$ cat config.mk
export PLATFORM = sky130hd
export DESIGN_NAME = multi_ch_photon_binner
export DESIGN_NICKNAME = d
export VERILOG_FILES = /design/src/rtl/multi_ch_photon_binner_pkg.sv /design/src/rtl/multi_ch_photon_binner_pho_edge_sync.sv /design/src/rtl/multi_ch_photon_binner.sv
export SDC_FILE = /design/constraint.sdc
export NUM_CORES = 1
export LEC_CHECK = 0
export ABC_AREA = 1
export BUFFER_PORTS_ARGS = -buffer_cell sky130_fd_sc_hd__buf_2
export CAP_MARGIN = 15
export CORE_MARGIN = 2
export CORE_UTILIZATION = 45
export CTS_CLUSTER_DIAMETER = 50
export DETAILED_ROUTE_END_ITERATION = 16
export GPL_TIMING_DRIVEN = 0
export PLACE_DENSITY = 0.73
export SLEW_MARGIN = 25
export SYNTH_ARGS = -nofsm -noshare
export SYNTH_HDL_FRONTEND = slang
export SYNTH_SLANG_ARGS = --single-unit
$ cat constraint.sdc
create_clock -name CLK -period 7.9 [get_ports CLK]
set_input_delay 0.79 -clock CLK [delete_from_list [all_inputs] [get_ports CLK]]
set_output_delay 0.79 -clock CLK [all_outputs]
set_load 0.02 [all_outputs]
$ cat src/rtl/multi_ch_photon_binner_pkg.sv
// Shared definitions for the multi-channel photon binner: output word layout,
// reset constants and the serialiser state type.
package photon_cnt_pkg;

  // Bit positions of the fields inside one 64-bit output word.
  localparam int TRIG_B  = 63;
  localparam int SAT_B   = 62;
  localparam int CH_MSB  = 61;
  localparam int CH_LSB  = 56;
  localparam int CNT_MSB = 55;
  localparam int CNT_LSB = 32;
  localparam int SEQ_MSB = 31;
  localparam int SEQ_LSB = 0;

  // Bin length loaded into both the active and pending registers on reset.
  localparam logic [15:0] TAO_RESET = 16'hFFFF;

  // Serialiser: either waiting for a snapshot or streaming its words.
  typedef enum logic {
    SER_IDLE = 1'b0,
    SER_SEND = 1'b1
  } ser_state_e;

  // Assemble one output word from its fields; the count is already zero-extended.
  function automatic logic [63:0] pack_word(input logic        trig,
                                            input logic        sat,
                                            input logic [5:0]  ch,
                                            input logic [23:0] cnt,
                                            input logic [31:0] seq);
    logic [63:0] w;
    w = '0;
    w[TRIG_B]          = trig;
    w[SAT_B]           = sat;
    w[CH_MSB:CH_LSB]   = ch;
    w[CNT_MSB:CNT_LSB] = cnt;
    w[SEQ_MSB:SEQ_LSB] = seq;
    return w;
  endfunction

endpackage

$ cat src/rtl/multi_ch_photon_binner_pho_edge_sync.sv
// Synchroniser for one asynchronous input followed by a rising-edge detector.
// The output is a single-cycle pulse for every 0->1 transition of the
// synchronised level; reset empties the whole chain.
module pho_edge_sync
  import photon_cnt_pkg::*;
#(
  parameter int SYNC_STAGES = 2
) (
  input  logic clk,
  input  logic reset,
  input  logic async_in,
  output logic rise_pulse
);

  logic [SYNC_STAGES-1:0] sync_d;
  logic [SYNC_STAGES-1:0] sync_q;
  logic                   prev_d;
  logic                   prev_q;

  // Shift the raw input into the chain and remember the last synchronised level.
  always_comb begin
    sync_d = {sync_q[SYNC_STAGES-2:0], async_in};
    prev_d = sync_q[SYNC_STAGES-1];
  end

  // Synchroniser and previous-level flops, cleared by reset.
  always_ff @(posedge clk) begin
    if (reset) begin
      sync_q <= '0;
      prev_q <= 1'b0;
    end else begin
      sync_q <= sync_d;
      prev_q <= prev_d;
    end
  end

  assign rise_pulse = sync_q[SYNC_STAGES-1] & ~prev_q;

endmodule

$ cat src/rtl/multi_ch_photon_binner.sv
// N-channel photon binner: counts synchronised photon edges per channel over
// bins of Tao clocks, snapshots each closed bin and streams it as N_CH words.
// A trigger edge force-closes the running bin and marks the next one; bins
// that close while the serialiser is still busy are dropped and counted.
module multi_ch_photon_binner
  import photon_cnt_pkg::*;
#(
  parameter int N_CH        = 4,
  parameter int CNT_W       = 24,
  parameter int TAO_W       = 32,
  parameter int SYNC_STAGES = 2
) (
  input  logic              CLK,
  input  logic              RESET,
  input  logic              TRIIN,
  input  logic [N_CH-1:0]   PHO,
  input  logic              write,
  input  logic [TAO_W-1:0]  Tao_Q,
  output logic [63:0]       Cnt_Stream,
  output logic              RDY,
  input  logic              ACK,
  output logic [15:0]       Drop_cnt
);

  localparam logic [CNT_W-1:0] CNT_MAX = '1;

  // Synchronised edge pulses.
  logic [N_CH-1:0] pho_rise;
  logic            trig_rise;

  // Bin timing.
  logic [TAO_W-1:0] tao_d, tao_q;
  logic [TAO_W-1:0] tao_pend_d, tao_pend_q;
  logic [TAO_W-1:0] timer_d, timer_q;
  logic [TAO_W-1:0] tao_eff;
  logic             nat_close;
  logic             bin_close;

  // Running counts and bin bookkeeping.
  logic [N_CH-1:0][CNT_W-1:0] cnt_d, cnt_q;
  logic [N_CH-1:0][CNT_W-1:0] cnt_bumped;
  logic [N_CH-1:0]            sat_d, sat_q;
  logic [N_CH-1:0]            sat_bumped;
  logic [31:0]                seq_d, seq_q;
  logic                       trig_mark_d, trig_mark_q;
  logic [15:0]                drop_d, drop_q;

  // Snapshot of the bin being streamed.
  logic [N_CH-1:0][CNT_W-1:0] snap_cnt_d, snap_cnt_q;
  logic [N_CH-1:0]            snap_sat_d, snap_sat_q;
  logic [31:0]                snap_seq_d, snap_seq_q;
  logic                       snap_trig_d, snap_trig_q;

  // Serialiser.
  ser_state_e       state_d, state_q;
  logic [5:0]       ch_d, ch_q;
  logic             last_word;
  logic             ser_free;
  logic             snap_load;
  logic [CNT_W-1:0] sel_cnt;
  logic             sel_sat;

  for (genvar g = 0; g < N_CH; g++) begin : g_pho_sync
    pho_edge_sync #(
      .SYNC_STAGES (SYNC_STAGES)
    ) u_pho_sync (
      .clk        (CLK),
      .reset      (RESET),
      .async_in   (PHO[g]),
      .rise_pulse (pho_rise[g])
    );
  end

  pho_edge_sync #(
    .SYNC_STAGES (SYNC_STAGES)
  ) u_trig_sync (
    .clk        (CLK),
    .reset      (RESET),
    .async_in   (TRIIN),
    .rise_pulse (trig_rise)
  );

  // Decide whether the running bin closes this cycle, naturally or by trigger.
  always_comb begin
    tao_eff   = (tao_q < TAO_W'(2)) ? TAO_W'(2) : tao_q;
    nat_close = (timer_q >= (tao_eff - TAO_W'(1)));
    bin_close = nat_close | trig_rise;
  end

  // Serialiser next state; a snapshot may load when idle or as the last word leaves.
  always_comb begin
    state_d   = state_q;
    ch_d      = ch_q;
    last_word = (ch_q == 6'(N_CH - 1));
    ser_free  = (state_q == SER_IDLE) || (ACK && last_word);
    snap_load = bin_close && ser_free;
    case (state_q)
      SER_IDLE: begin
        if (snap_load) begin
          state_d = SER_SEND;
          ch_d    = '0;
        end
      end
      SER_SEND: begin
        if (ACK) begin
          if (last_word) begin
            ch_d    = '0;
            state_d = snap_load ? SER_SEND : SER_IDLE;
          end else begin
            ch_d = ch_q + 6'd1;
          end
        end
      end
      default: begin
        state_d = SER_IDLE;
        ch_d    = '0;
      end
    endcase
  end

  // Count edges, close bins, take or drop snapshots and track the trigger mark.
  always_comb begin
    tao_pend_d  = write ? Tao_Q : tao_pend_q;
    tao_d       = tao_q;
    timer_d     = timer_q + TAO_W'(1);
    seq_d       = seq_q;
    trig_mark_d = trig_mark_q;
    drop_d      = drop_q;
    snap_cnt_d  = snap_cnt_q;
    snap_sat_d  = snap_sat_q;
    snap_seq_d  = snap_seq_q;
    snap_trig_d = snap_trig_q;
    cnt_bumped  = cnt_q;
    sat_bumped  = sat_q;
    for (int i = 0; i < N_CH; i++) begin
      if (pho_rise[i] && (cnt_q[i] != CNT_MAX)) begin
        cnt_bumped[i] = cnt_q[i] + CNT_W'(1);
      end
      sat_bumped[i] = sat_q[i] | (cnt_bumped[i] == CNT_MAX);
    end
    cnt_d = cnt_bumped;
    sat_d = sat_bumped;
    if (bin_close) begin
      tao_d   = tao_pend_q;
      timer_d = '0;
      cnt_d   = '0;
      sat_d   = '0;
      seq_d   = seq_q + 32'd1;
      if (snap_load) begin
        snap_cnt_d  = cnt_bumped;
        snap_sat_d  = sat_bumped;
        snap_seq_d  = seq_q;
        snap_trig_d = trig_mark_q;
        trig_mark_d = trig_rise;
      end else begin
        if (drop_q != 16'hFFFF) begin
          drop_d = drop_q + 16'd1;
        end
        trig_mark_d = trig_mark_q | trig_rise;
      end
    end
  end

  // State registers; reset also abandons any word stream in progress.
  always_ff @(posedge CLK) begin
    if (RESET) begin
      tao_q       <= TAO_W'(TAO_RESET);
      tao_pend_q  <= TAO_W'(TAO_RESET);
      timer_q     <= '0;
      cnt_q       <= '0;
      sat_q       <= '0;
      seq_q       <= '0;
      trig_mark_q <= 1'b0;
      drop_q      <= '0;
      snap_cnt_q  <= '0;
      snap_sat_q  <= '0;
      snap_seq_q  <= '0;
      snap_trig_q <= 1'b0;
      state_q     <= SER_IDLE;
      ch_q        <= '0;
    end else begin
      tao_q       <= tao_d;
      tao_pend_q  <= tao_pend_d;
      timer_q     <= timer_d;
      cnt_q       <= cnt_d;
      sat_q       <= sat_d;
      seq_q       <= seq_d;
      trig_mark_q <= trig_mark_d;
      drop_q      <= drop_d;
      snap_cnt_q  <= snap_cnt_d;
      snap_sat_q  <= snap_sat_d;
      snap_seq_q  <= snap_seq_d;
      snap_trig_q <= snap_trig_d;
      state_q     <= state_d;
      ch_q        <= ch_d;
    end
  end

  // Present the current channel's word while sending, zero otherwise.
  always_comb begin
    sel_cnt = '0;
    sel_sat = 1'b0;
    for (int i = 0; i < N_CH; i++) begin
      if (ch_q == 6'(i)) begin
        sel_cnt = snap_cnt_q[i];
        sel_sat = snap_sat_q[i];
      end
    end
    Cnt_Stream = '0;
    if (state_q == SER_SEND) begin
      Cnt_Stream = pack_word(snap_trig_q, sel_sat, ch_q, 24'(sel_cnt), snap_seq_q);
    end
  end

  assign RDY      = (state_q == SER_SEND);
  assign Drop_cnt = drop_q;

endmodule

* After elaboration in Yosys (flattened, before gate mapping)
Index checks and enable logic that the tools add are counted.
** Storage, ports and cells
- Flip-flop bits (word level) :: 400
** Operators by class
- $add $sub $neg :: 9
- $lt $le $gt $ge :: 2
- Equality and inequality tests :: 14
- Muxes and demuxes :: 23
- Bitwise logic cells :: 18
- Reductions and logical operators :: 12
** Operator list (number)
- 24-bit two-way mux :: 8
- 24-bit by 1-bit adder with 24-bit output (second input constant) :: 4
- 24-bit == test (second input constant) :: 4
- 24-bit inequality test (second input constant) :: 4
- 32-bit by 1-bit adder with 32-bit output (second input constant) :: 2
- 64-bit two-way mux :: 1
- 32-bit greater-or-equal comparator :: 1
- 32-bit by 2-bit less-than comparator with 1-bit output (second input constant) :: 1
- 32-bit two-way mux :: 1
- 32-bit by 1-bit subtractor with 32-bit output (second input constant) :: 1
- 6-bit two-way mux :: 3
- 16-bit by 1-bit adder with 16-bit output (second input constant) :: 1
- 16-bit inequality test (second input constant) :: 1
- 6-bit by 2-bit == test with 1-bit output (second input constant) :: 2
- 6-bit case mux with 2 select lines :: 1
- 1-bit two-way mux :: 8
- 1-bit inverter :: 7
- 6-bit by 1-bit adder with 6-bit output (second input constant) :: 1
- 6-bit by 1-bit == test with 1-bit output (second input constant) :: 1
- 1-bit logical AND :: 6
- 6-bit zero test :: 1
- 1-bit bitwise OR :: 6
- 1-bit AND :: 5
- 2-bit inequality test (second input constant) :: 2
- 5 further kinds :: 6

* Depth between registers and ports, before layout
Gate-level depths: netlist (run 1).
- Depth after elaboration :: 10
- Gate-level depth with buffers :: 31

* Modules after synthesis
From an unflattened synthesis (run 1), not the netlist that was laid out.
** Second synthesis, totals
- Cell total of the unflattened synthesis :: 3387
- Area, all modules :: 21535.7 µm²
** Modules (own cells, without submodules)
- multi_ch_photon_binner :: times used 1, cells an instance 3337, area each 21104.0 µm², sequential area each 7707.4 µm²
- pho_edge_sync :: times used 5, cells an instance 10, area each 86.3 µm², sequential area each 60.1 µm²

* Worst setup path after synthesis (run 1)
Ideal clock, no wire load.
- Path type :: register to register
- Start point :: reg tao_q[20]
- End point :: reg seq_q[26]
- Setup time :: 0.071 ns
- Data arrival time :: 4.257 ns
- Path slack :: 3.573 ns
- Cell stages (with the launch flop) :: 27
- Path buffers :: 3
- Period minus slack after synthesis :: 4.327 ns
- Cells stage by stage :: dfxtp_1 or2_2 nor2_1 nand2_1 nor3_1 nor2_1 inv_1 ha_1 nand2_1 nor2_1 nand2_1 nor4_1 and3_1 nand3_1 xor2_1 ha_1 nand2_1 nor2_1 nand3_1 nor2_1 nand4_1 nand4_1 buf_2 buf_4 clkbuf_1 nand2_1 a21oi_1
** Between the ends
- Cells in the longest elaborated chain, start to end :: 5
** Ends and longest elaborated chain
- start, declared :: line multi_ch_photon_binner.sv:32 : logic [TAO_W-1:0] tao_d, tao_q;
- start signal, assigned :: line multi_ch_photon_binner.sv:167 : tao_q <= TAO_W'(TAO_RESET);
- start signal, assigned :: line multi_ch_photon_binner.sv:182 : tao_q <= tao_d;
- 32-bit by 2-bit less-than comparator with 1-bit output :: line multi_ch_photon_binner.sv:85 : tao_eff = (tao_q < TAO_W'(2)) ? TAO_W'(2) : tao_q;
- 32-bit two-way mux * :: line multi_ch_photon_binner.sv:85
- 32-bit by 1-bit subtractor with 32-bit output * :: line multi_ch_photon_binner.sv:86 : nat_close = (timer_q >= (tao_eff - TAO_W'(1)));
- 32-bit greater-or-equal comparator * :: line multi_ch_photon_binner.sv:86
- 1-bit bitwise OR * :: line multi_ch_photon_binner.sv:87 : bin_close = nat_close | trig_rise;
- end signal, assigned :: line multi_ch_photon_binner.sv:187 : seq_q <= seq_d;
- end, declared :: line multi_ch_photon_binner.sv:44 : logic [31:0] seq_d, seq_q;
Mark *: on every way between the ends. The rest lies on a longest branch, timed or not.
A chain may end at the register's enable or synchronous reset.

* Final worst setup path (run 1)
- Start point :: reg tao_q[20]
- End point :: reg cnt_q[14] (netlist name)
** Between the ends
- Cells in the longest elaborated chain, start to end :: 6
** Ends and longest elaborated chain
- 32-bit by 2-bit less-than comparator with 1-bit output :: line multi_ch_photon_binner.sv:85
- 32-bit two-way mux * :: line multi_ch_photon_binner.sv:85
- 32-bit by 1-bit subtractor with 32-bit output * :: line multi_ch_photon_binner.sv:86
- 32-bit greater-or-equal comparator * :: line multi_ch_photon_binner.sv:86
- 1-bit bitwise OR * :: line multi_ch_photon_binner.sv:87
- 2-bit OR reduction (no line) *
- end signal, assigned :: line multi_ch_photon_binner.sv:185 : cnt_q <= cnt_d;
- end, declared :: line multi_ch_photon_binner.sv:40 : logic [N_CH-1:0][CNT_W-1:0] cnt_d, cnt_q;
Marks and branches as above.

==> results of run 1 <==
-- cells by family after synthesis --
kind of cell    after synthesis  share of synthesized area [%]
compound gates              418                           9.89
xor+xnor                     87                           3.51
fa+ha+maj                    44                           2.53
buf+inv                     512                           9.35
flops                       400                           36.9
simple gates               1967                           37.9
-- flip-flops by register name, summed over array words and instances, names as in the netlist --
register	flops
trig_mark_q	1
u_trig_sync.prev_q	1
snap_sat_q	4
snap_seq_q	32
snap_trig_q	1
timer_q	32
tao_pend_q	32
cnt_q	96
tao_q	32
g_pho_sync.u_pho_sync.prev_q	4
Drop_cnt	16
sat_q	4
snap_cnt_q	96
seq_q	32
g_pho_sync.u_pho_sync.sync_q	8
ch_q	6
RDY	1
u_trig_sync.sync_q	2
-- through the flow --
| stage | utilization, % | worst slack [ns] | area [µm²] |
|---|---|---|---|
| 2_1_floorplan | - | 3.57 | 21700 |
| 3_3_place_gp | 48.4 | 1.75 | 23100 |
| 3_5_place_dp | 48.4 | 1.63 | 23100 |
| 4_1_cts | 51.9 | 1.61 | 24800 |
| 5_1_grt | 51.9 | 0.889 | 24800 |
| 6_report | 51.9 | 1.53 | 24800 |
-- power breakdown --
group          total, mW  internal [mW]  switching [mW]
combinational      0.382          0.116           0.266
clock               2.35           1.39           0.956
sequential          2.14           2.09          0.0541
-- cell type report --
type	instances	area (µm²)
clock inverter	24	342
clock buffer	66	1360
sequential	400	8010
buffer	139	632
inverter	373	1400
tap	615	769
timing repair buffer	120	601
multi-input combinational	2516	11700
fill	4829	22900
-- how the worst max path moves through the flow --
stage / from / end / slack, ns
after CTS: tao_q[20] / cnt_q[13] / 1.61
final: tao_q[20] / cnt_q[14] / 1.53
after global placement: tao_q[20] / sat_q[1] / 1.75
after floorplan: tao_q[20] / seq_q[26] / 3.57
after detailed placement: tao_q[20] / cnt_q[14] / 1.63
after global routing: tao_q[20] / cnt_q[14] / 0.89
-- cells in the final DEF (no fill, tap or decap), types with 3 or more instances in the layout --
| cell | netlist | layout |
|---|---|---|
| sky130_fd_sc_hd__nand3_1 | 229 | 229 |
| sky130_fd_sc_hd__nor2_4 | 6 | 6 |
| sky130_fd_sc_hd__buf_4 | 3 | 3 |
| sky130_fd_sc_hd__nor3_1 | 42 | 42 |
| sky130_fd_sc_hd__buf_1 | 11 | 11 |
| sky130_fd_sc_hd__clkinvlp_4 | 0 | 5 |
| sky130_fd_sc_hd__xnor2_1 | 25 | 25 |
| sky130_fd_sc_hd__inv_2 | 8 | 8 |
| sky130_fd_sc_hd__nand3b_1 | 3 | 3 |
| sky130_fd_sc_hd__o21ai_1 | 3 | 3 |
| sky130_fd_sc_hd__nand2_2 | 19 | 19 |
| sky130_fd_sc_hd__ha_1 | 44 | 44 |
| sky130_fd_sc_hd__clkbuf_1 | 91 | 101 |
| sky130_fd_sc_hd__bufinv_16 | 0 | 5 |
| sky130_fd_sc_hd__nor4_1 | 17 | 17 |
| sky130_fd_sc_hd__nor3b_1 | 5 | 5 |
| sky130_fd_sc_hd__clkbuf_16 | 0 | 49 |
| sky130_fd_sc_hd__buf_6 | 9 | 9 |
| sky130_fd_sc_hd__o211ai_1 | 8 | 8 |
| sky130_fd_sc_hd__clkinv_1 | 3 | 3 |
| sky130_fd_sc_hd__clkbuf_8 | 0 | 7 |
| sky130_fd_sc_hd__o21ai_0 | 205 | 205 |
| sky130_fd_sc_hd__inv_6 | 0 | 5 |
| sky130_fd_sc_hd__buf_2 | 25 | 145 |
| sky130_fd_sc_hd__xor2_1 | 62 | 62 |
| sky130_fd_sc_hd__a21oi_1 | 189 | 189 |
| sky130_fd_sc_hd__or2_2 | 10 | 10 |
| sky130_fd_sc_hd__nor3_2 | 4 | 4 |
| sky130_fd_sc_hd__nand3_2 | 10 | 10 |
| sky130_fd_sc_hd__nor2_2 | 8 | 8 |
| sky130_fd_sc_hd__nor2_1 | 617 | 617 |
| sky130_fd_sc_hd__nand2_1 | 922 | 922 |
| sky130_fd_sc_hd__clkinv_2 | 0 | 3 |
| sky130_fd_sc_hd__dfxtp_1 | 400 | 400 |
| sky130_fd_sc_hd__nand2_4 | 4 | 4 |
| sky130_fd_sc_hd__nand4_1 | 67 | 67 |
| sky130_fd_sc_hd__inv_1 | 362 | 362 |
-- critical path, cell delays in order, from the launching register on --
cell and delay [ns]:
sky130_fd_sc_hd__dfxtp_1 0.34, sky130_fd_sc_hd__or2_2 0.33, sky130_fd_sc_hd__nor2_1 0.18, sky130_fd_sc_hd__nand2_1 0.07
sky130_fd_sc_hd__nor3_1 0.53, sky130_fd_sc_hd__nor2_1 0.09, sky130_fd_sc_hd__inv_1 0.10, sky130_fd_sc_hd__ha_1 0.17
sky130_fd_sc_hd__nand2_1 0.10, sky130_fd_sc_hd__nor2_1 0.19, sky130_fd_sc_hd__nand2_1 0.13, sky130_fd_sc_hd__nor4_1 0.45
sky130_fd_sc_hd__and3_1 0.30, sky130_fd_sc_hd__nand3_1 0.10, sky130_fd_sc_hd__xor2_1 0.16, sky130_fd_sc_hd__ha_1 0.27
sky130_fd_sc_hd__nand2_1 0.06, sky130_fd_sc_hd__nor2_1 0.14, sky130_fd_sc_hd__nand3_1 0.12, sky130_fd_sc_hd__nor2_1 0.18
sky130_fd_sc_hd__nand4_1 0.11, sky130_fd_sc_hd__nand4_1 0.19, sky130_fd_sc_hd__nor2_1 0.11, sky130_fd_sc_hd__clkinv_1 0.14
sky130_fd_sc_hd__clkbuf_1 0.71, sky130_fd_sc_hd__clkbuf_1 0.82, sky130_fd_sc_hd__a21oi_1 0.07
-- layer usage --
metal  GRT usage (%)  vias to the layer above
li1                -                    11200
met1            34.7                    10000
met2            40.6                      675
met3            2.96                      128
met4            10.8                        0
met5               0                        -
==> impl_metrics.py, run 1 <==
metrics = {
    "run_status": {
        "outcome": "completed",
    },
    "synth": {
        "synth_flop_cell": "sky130_fd_sc_hd__dfxtp_1",
        "post_synth_edffs": 0,
        "synth-seq-cells": 400,
        "synth_largest_type_area_fraction_pct": 36.9,
        "postSynthAreaPerCell_um2": 6.34,
        "postSynth.asyncResetShare_pct": 0,
        "netlist.top_cell.by_area": "sky130_fd_sc_hd__dfxtp_1",
        "synth_top_cells_by_count": "sky130_fd_sc_hd__nand2_1 (922), sky130_fd_sc_hd__nor2_1 (617), sky130_fd_sc_hd__dfxtp_1 (400)",
        "synthesis.instances": 3428,
        "synth_most_common_cell": "sky130_fd_sc_hd__nand2_1",
        "syn_nets": 3513,
        "synth_warnings": 0,
        "mappedNetlistArea_um2": 21700,
        "netlist_top_cells_area": "sky130_fd_sc_hd__dfxtp_1 (37%), sky130_fd_sc_hd__nand2_1 (16%), sky130_fd_sc_hd__nor2_1 (11%), sky130_fd_sc_hd__inv_1 (6.3%), sky130_fd_sc_hd__nand3_1 (5.3%)",
        "seq_area_frac_synth_pct": 36.9,
        "synth_cell_type_count": 42,
    },
    "min_path": {
        "depth_of_the_worst_hold_timing_path": 3,
        "worst_hold_path.endpoint": "g_pho_sync[1].u_pho_sync.sync_q[0]",
        "worst_hold_startpoint": "PHO[1]",
        "hold_class": "input port to register",
    },
    "power_and_ir_drop": {
        "vdd_drop_max_mv": 0.189,
        "power.density_cell_area_nw_per_um2": 197,
        "fin_total_pwr_mw": 4.88,
        "total_leakage_power_nw": 10.5,
    },
    "placed_design": {
        "gp_congestion": 0.983,
        "dpl.hpwl_um": 49000,
        "dp_cells": 4163,
        "port_buffers": 120,
    },
    "timing": {
        "max_freq_mhz": 157,
        "fin_crit_ns": 6.37,
        "worst-slew-pin-transition_ns": 1.01,
        "rsz_0062_raised_after_global_routing": "no",
        "tns_ns": 0,
        "number_of_endpoints_failing_setup_at_the_final_stage": 0,
        "max_slew_margin_pct": 32.6,
        "final.period_utilization_pct": 80.6,
        "slew_viol_final": 0,
        "worst_clock_skew_ns": 0.0314,
        "holdWs_ns": 0.379,
        "number_of_hold_violations_in_the_final_report": 0,
    },
    "final_layout": {
        "stdcell_count": 4253,
        "num_antenna_cells": 0,
        "nets": 3684,
        "layout-drive-gt1-share_pct": 8.47,
        "syn_to_final_growth_pct": 14.1,
    },
    "floorplan": {
        "die_height_um": 224,
        "die_area_um2": 50100,
        "core_area_um2": 47700,
        "initial_utilization_pct": 45.5,
        "horizontal_die_dimension_um": 224,
        "floorplan.io_pins": 122,
        "fp-row-count": 80,
    },
    "cts": {
        "clk_transition_reported_paths_ns": 0.06,
        "cts_resized": 0,
        "tritoncts": "built",
        "h-tree-depth": 2,
        "cts_num_sinks": 400,
        "cts_hold_repair.buffers": 0,
        "post-cts-setup-buffers": 0,
        "clk-insertion-delay-late_ns": 0.61,
        "clock_root_buffer_master": "sky130_fd_sc_hd__clkbuf_16",
        "cts_buffer_depth": 3,
        "cts_buffers": 49,
    },
    "route": {
        "routed_wirelength_um": 64300,
        "met2WireLength_um": 28600,
        "dr_wl_met3_um": 3820,
        "dr_total_vias": 22100,
        "firstDrtPassIters": 6,
        "detail_route.wirelength.met1_um": 29400,
        "ant_nets": 0,
        "drt-vias-per-instance": 5.19,
        "detail_route.drc_violations": 0,
        "dr.first_iter.drc_count": 1973,
        "wl_per_cell_um": 15.1,
        "route.top_layer_used": "met4",
    },
    "global_routing": {
        "grt_antenna_before_repair": 0,
        "grt_pass1_vias": 19900,
        "grt_pass1_wl_um": 103000,
        "grt_total_ovfl": 0,
        "grt_max_degree": 15,
        "groute.usage.overall_pct": 25.4,
    },
    "flow_run": {
        "max_cap_viol_count": 0,
    },
    "setup_path": {
        "worstSetupPathType": "register to register",
        "regToRegEndpoint": "cnt_q[14]",
        "end_kind": "register",
        "critical_path.startpoint_type": "register",
        "worst_ep_required_time_ns": 8.33,
        "worstPathMaxFanout": 10,
        "cp.arrival_ns": 6.80,
        "r2r_start": "tao_q[20]",
        "worst_reg2reg_path_depth": 26,
        "reg2reg_slack_ns": 1.53,
    },
}
Note: power is estimated with default switching activity, not from simulation.
==> run 2: changes to the inputs <==
--- a/config.mk
+++ b/config.mk
@@ -13,7 +13,7 @@
 export CTS_CLUSTER_DIAMETER = 50
 export DETAILED_ROUTE_END_ITERATION = 16
 export GPL_TIMING_DRIVEN = 0
-export PLACE_DENSITY = 0.73
+export PLACE_DENSITY = 0.75
 export SLEW_MARGIN = 25
 export SYNTH_ARGS = -nofsm -noshare
 export SYNTH_HDL_FRONTEND = slang
==> constraint.sdc (replaced) <==
create_clock -name CLK -period 5.5 [get_ports CLK]
set_input_delay 0.55 -clock CLK [delete_from_list [all_inputs] [get_ports CLK]]
set_output_delay 0.55 -clock CLK [all_outputs]
set_load 0.02 [all_outputs]
==> run 2 against run 1 <==
  * Sequential power rose by 44%
  * Worst hold slack got worse by 0.23 ns
  * Critical path depth rose by 3
  * Global-route usage fell by 0.26 points
  * Design area rose by 0.19%
  * Non-clock buffer count rose by 1
  * Via count fell by 0.28%
  * Sequential share of layout area fell by 0.060 points
==> impl_metrics.py, run 2 (synthesized netlist as in run 1, its figures left out) <==
metrics = {
    "timing": {
        "number_of_hold_violations_in_the_final_report": 0,
        "slew_viol_final": 0,
        "fin_crit_ns": 5.20,
        "worst-slew-pin-transition_ns": 0.999,
        "number_of_endpoints_failing_setup_at_the_final_stage": 0,
        "max_freq_mhz": 192,
        "final.period_utilization_pct": 94.6,
        "max_slew_margin_pct": 33.4,
        "worst_clock_skew_ns": 0.0312,
        "setup_ws_ns": 0.297,
    },
    "cts": {
        "clk-insertion-delay-late_ns": 0.60,
        "cts_buffer_depth": 3,
        "clock_root_buffer_master": "sky130_fd_sc_hd__clkbuf_16",
        "cts_buffers": 48,
        "h-tree-depth": 2,
        "cts_num_sinks": 400,
        "tritoncts": "built",
        "clk_transition_reported_paths_ns": 0.06,
        "cts_hold_repair.buffers": 0,
    },
    "placed_design": {
        "dp_cells": 4163,
        "port_buffers": 120,
        "dp_slack_ns": -0.676,
        "dpl.hpwl_um": 48700,
        "gp_congestion": 1.01,
    },
    "route": {
        "detail_route.drc_violations": 0,
        "drt-vias-per-instance": 5.17,
        "firstDrtPassIters": 8,
        "wl_per_cell_um": 15.0,
        "dr.first_iter.drc_count": 1840,
        "dr_total_vias": 22000,
        "ant_nets": 0,
        "routed_wirelength_um": 63900,
    },
    "setup_path": {
        "reg2reg_slack_ns": 0.30,
        "critical_path.startpoint_type": "register",
        "timing.critical_path.mode_cell": "sky130_fd_sc_hd__nor2_1",
        "crit_slowest_cell": "sky130_fd_sc_hd__dfxtp_1",
        "worstSetupPathType": "register to register",
        "worst_ep_required_time_ns": 5.99,
        "worstPathMaxFanout": 10,
        "end_kind": "register",
        "critical_path.max_stage_delay_ns": 0.34,
        "cp.arrival_ns": 5.69,
    },
    "global_routing": {
        "grt_antenna_before_repair": 0,
        "grt_pass1_wl_um": 102000,
        "grt_total_ovfl": 0,
        "grt_pass1_vias": 19600,
        "grt_max_degree": 15,
        "groute.usage.overall_pct": 25.1,
    },
    "run_status": {
        "outcome": "completed",
    },
    "power_and_ir_drop": {
        "total_leakage_power_nw": 10.6,
        "power.density_cell_area_nw_per_um2": 280,
        "vdd_drop_max_mv": 0.295,
    },
    "final_layout": {
        "final_cell_mix": "sky130_fd_sc_hd__nand2_1 (921), sky130_fd_sc_hd__nor2_1 (615), sky130_fd_sc_hd__dfxtp_1 (400), sky130_fd_sc_hd__inv_1 (362), sky130_fd_sc_hd__nand3_1 (229)",
        "stdcell_count": 4252,
        "nets": 3684,
        "fillers": 4760,
        "final_core_util_pct": 52.0,
        "syn_to_final_growth_pct": 14.3,
        "num_antenna_cells": 0,
        "layout-drive-gt1-share_pct": 9.35,
        "layout_commonest_cell": "sky130_fd_sc_hd__nand2_1",
        "top_regs": "cnt_q: 96 flops, snap_cnt_q: 96 flops",
    },
    "flow_run": {
        "max_cap_viol_count": 0,
    },
    "floorplan": {
        "die_area_um2": 50100,
        "horizontal_die_dimension_um": 224,
        "die_height_um": 224,
        "floorplan.io_pins": 122,
        "core_area_um2": 47700,
        "fp-row-count": 80,
        "initial_utilization_pct": 45.5,
    },
    "min_path": {
        "hold_class": "input port to register",
    },
}
==> run 2: timing repair <==
item | 4_1_cts | 5_1_grt
setup endpoints to repair | 241 | 331
pin swaps | 0 | 1
resized for setup | 5 | 57
buffers inserted | 0 | 1
==> run 2: final timing paths <==
kind / to / start / depth (start not counted)
min reg2reg: g_pho_sync[2].u_pho_sync.sync_q[1] / g_pho_sync[2].u_pho_sync.sync_q[0] / 2
max reg2reg: snap_cnt_q[71] / tao_q[20] / 29
min: g_pho_sync[0].u_pho_sync.sync_q[0] / PHO[0] / 3
max: snap_cnt_q[71] / tao_q[20] / 29
==> run 2: cell type report <==
class | instances | area (µm²) | area share, %
tap | 615 | 769 | 3.10
clock inverter | 27 | 338 | 1.36
timing repair buffer | 121 | 608 | 2.45
sequential | 400 | 8010 | 32.2
inverter | 373 | 1400 | 5.65
clock buffer | 61 | 1310 | 5.27
multi-input combinational | 2516 | 11700 | 47.2
buffer | 139 | 679 | 2.73
==> run 2: per-stage QoR <==
step                setup TNS [ns]  total power [mW]  cell area, µm²  hold WS [ns]
floorplan                        0              3.49           21700         0.388
global placement            -42.56              3.66           23100         0.393
detailed placement          -59.08              3.67           23100         0.392
CTS                              0              6.97           24800         0.129
global route                 -1.14              7.18           24800         0.148
finish                           0              6.95           24800         0.150
==> run 2: critical path: cells and delay by family (launching register included) <==
family	cells	cell delay [ns]
adders and majority gates	2	0.45
xor gates and xnor gates	1	0.09
AOI/OAI and AO/OA	1	0.29
DFF	1	0.34
buffers and inverters	5	0.85
and+or+nand+nor	20	3.07
==> run 2: metal layers <==
layer	global-route usage, %	part of all wire, %	wire [µm]	vias up
met2	40.5	45	28900	634
met5	0	0	0	-
met4	10.8	4.2	2700	0
li1	-	-	-	11200
met3	3.52	6.0	3860	146
met1	33.6	45	28500	9981
==> run 2: report_power, final <==
group | internal, mW | switching, mW
sequential | 3.00 | 0.0794
clock | 1.95 | 1.36
combinational | 0.170 | 0.380
total | 5.12 | 1.82
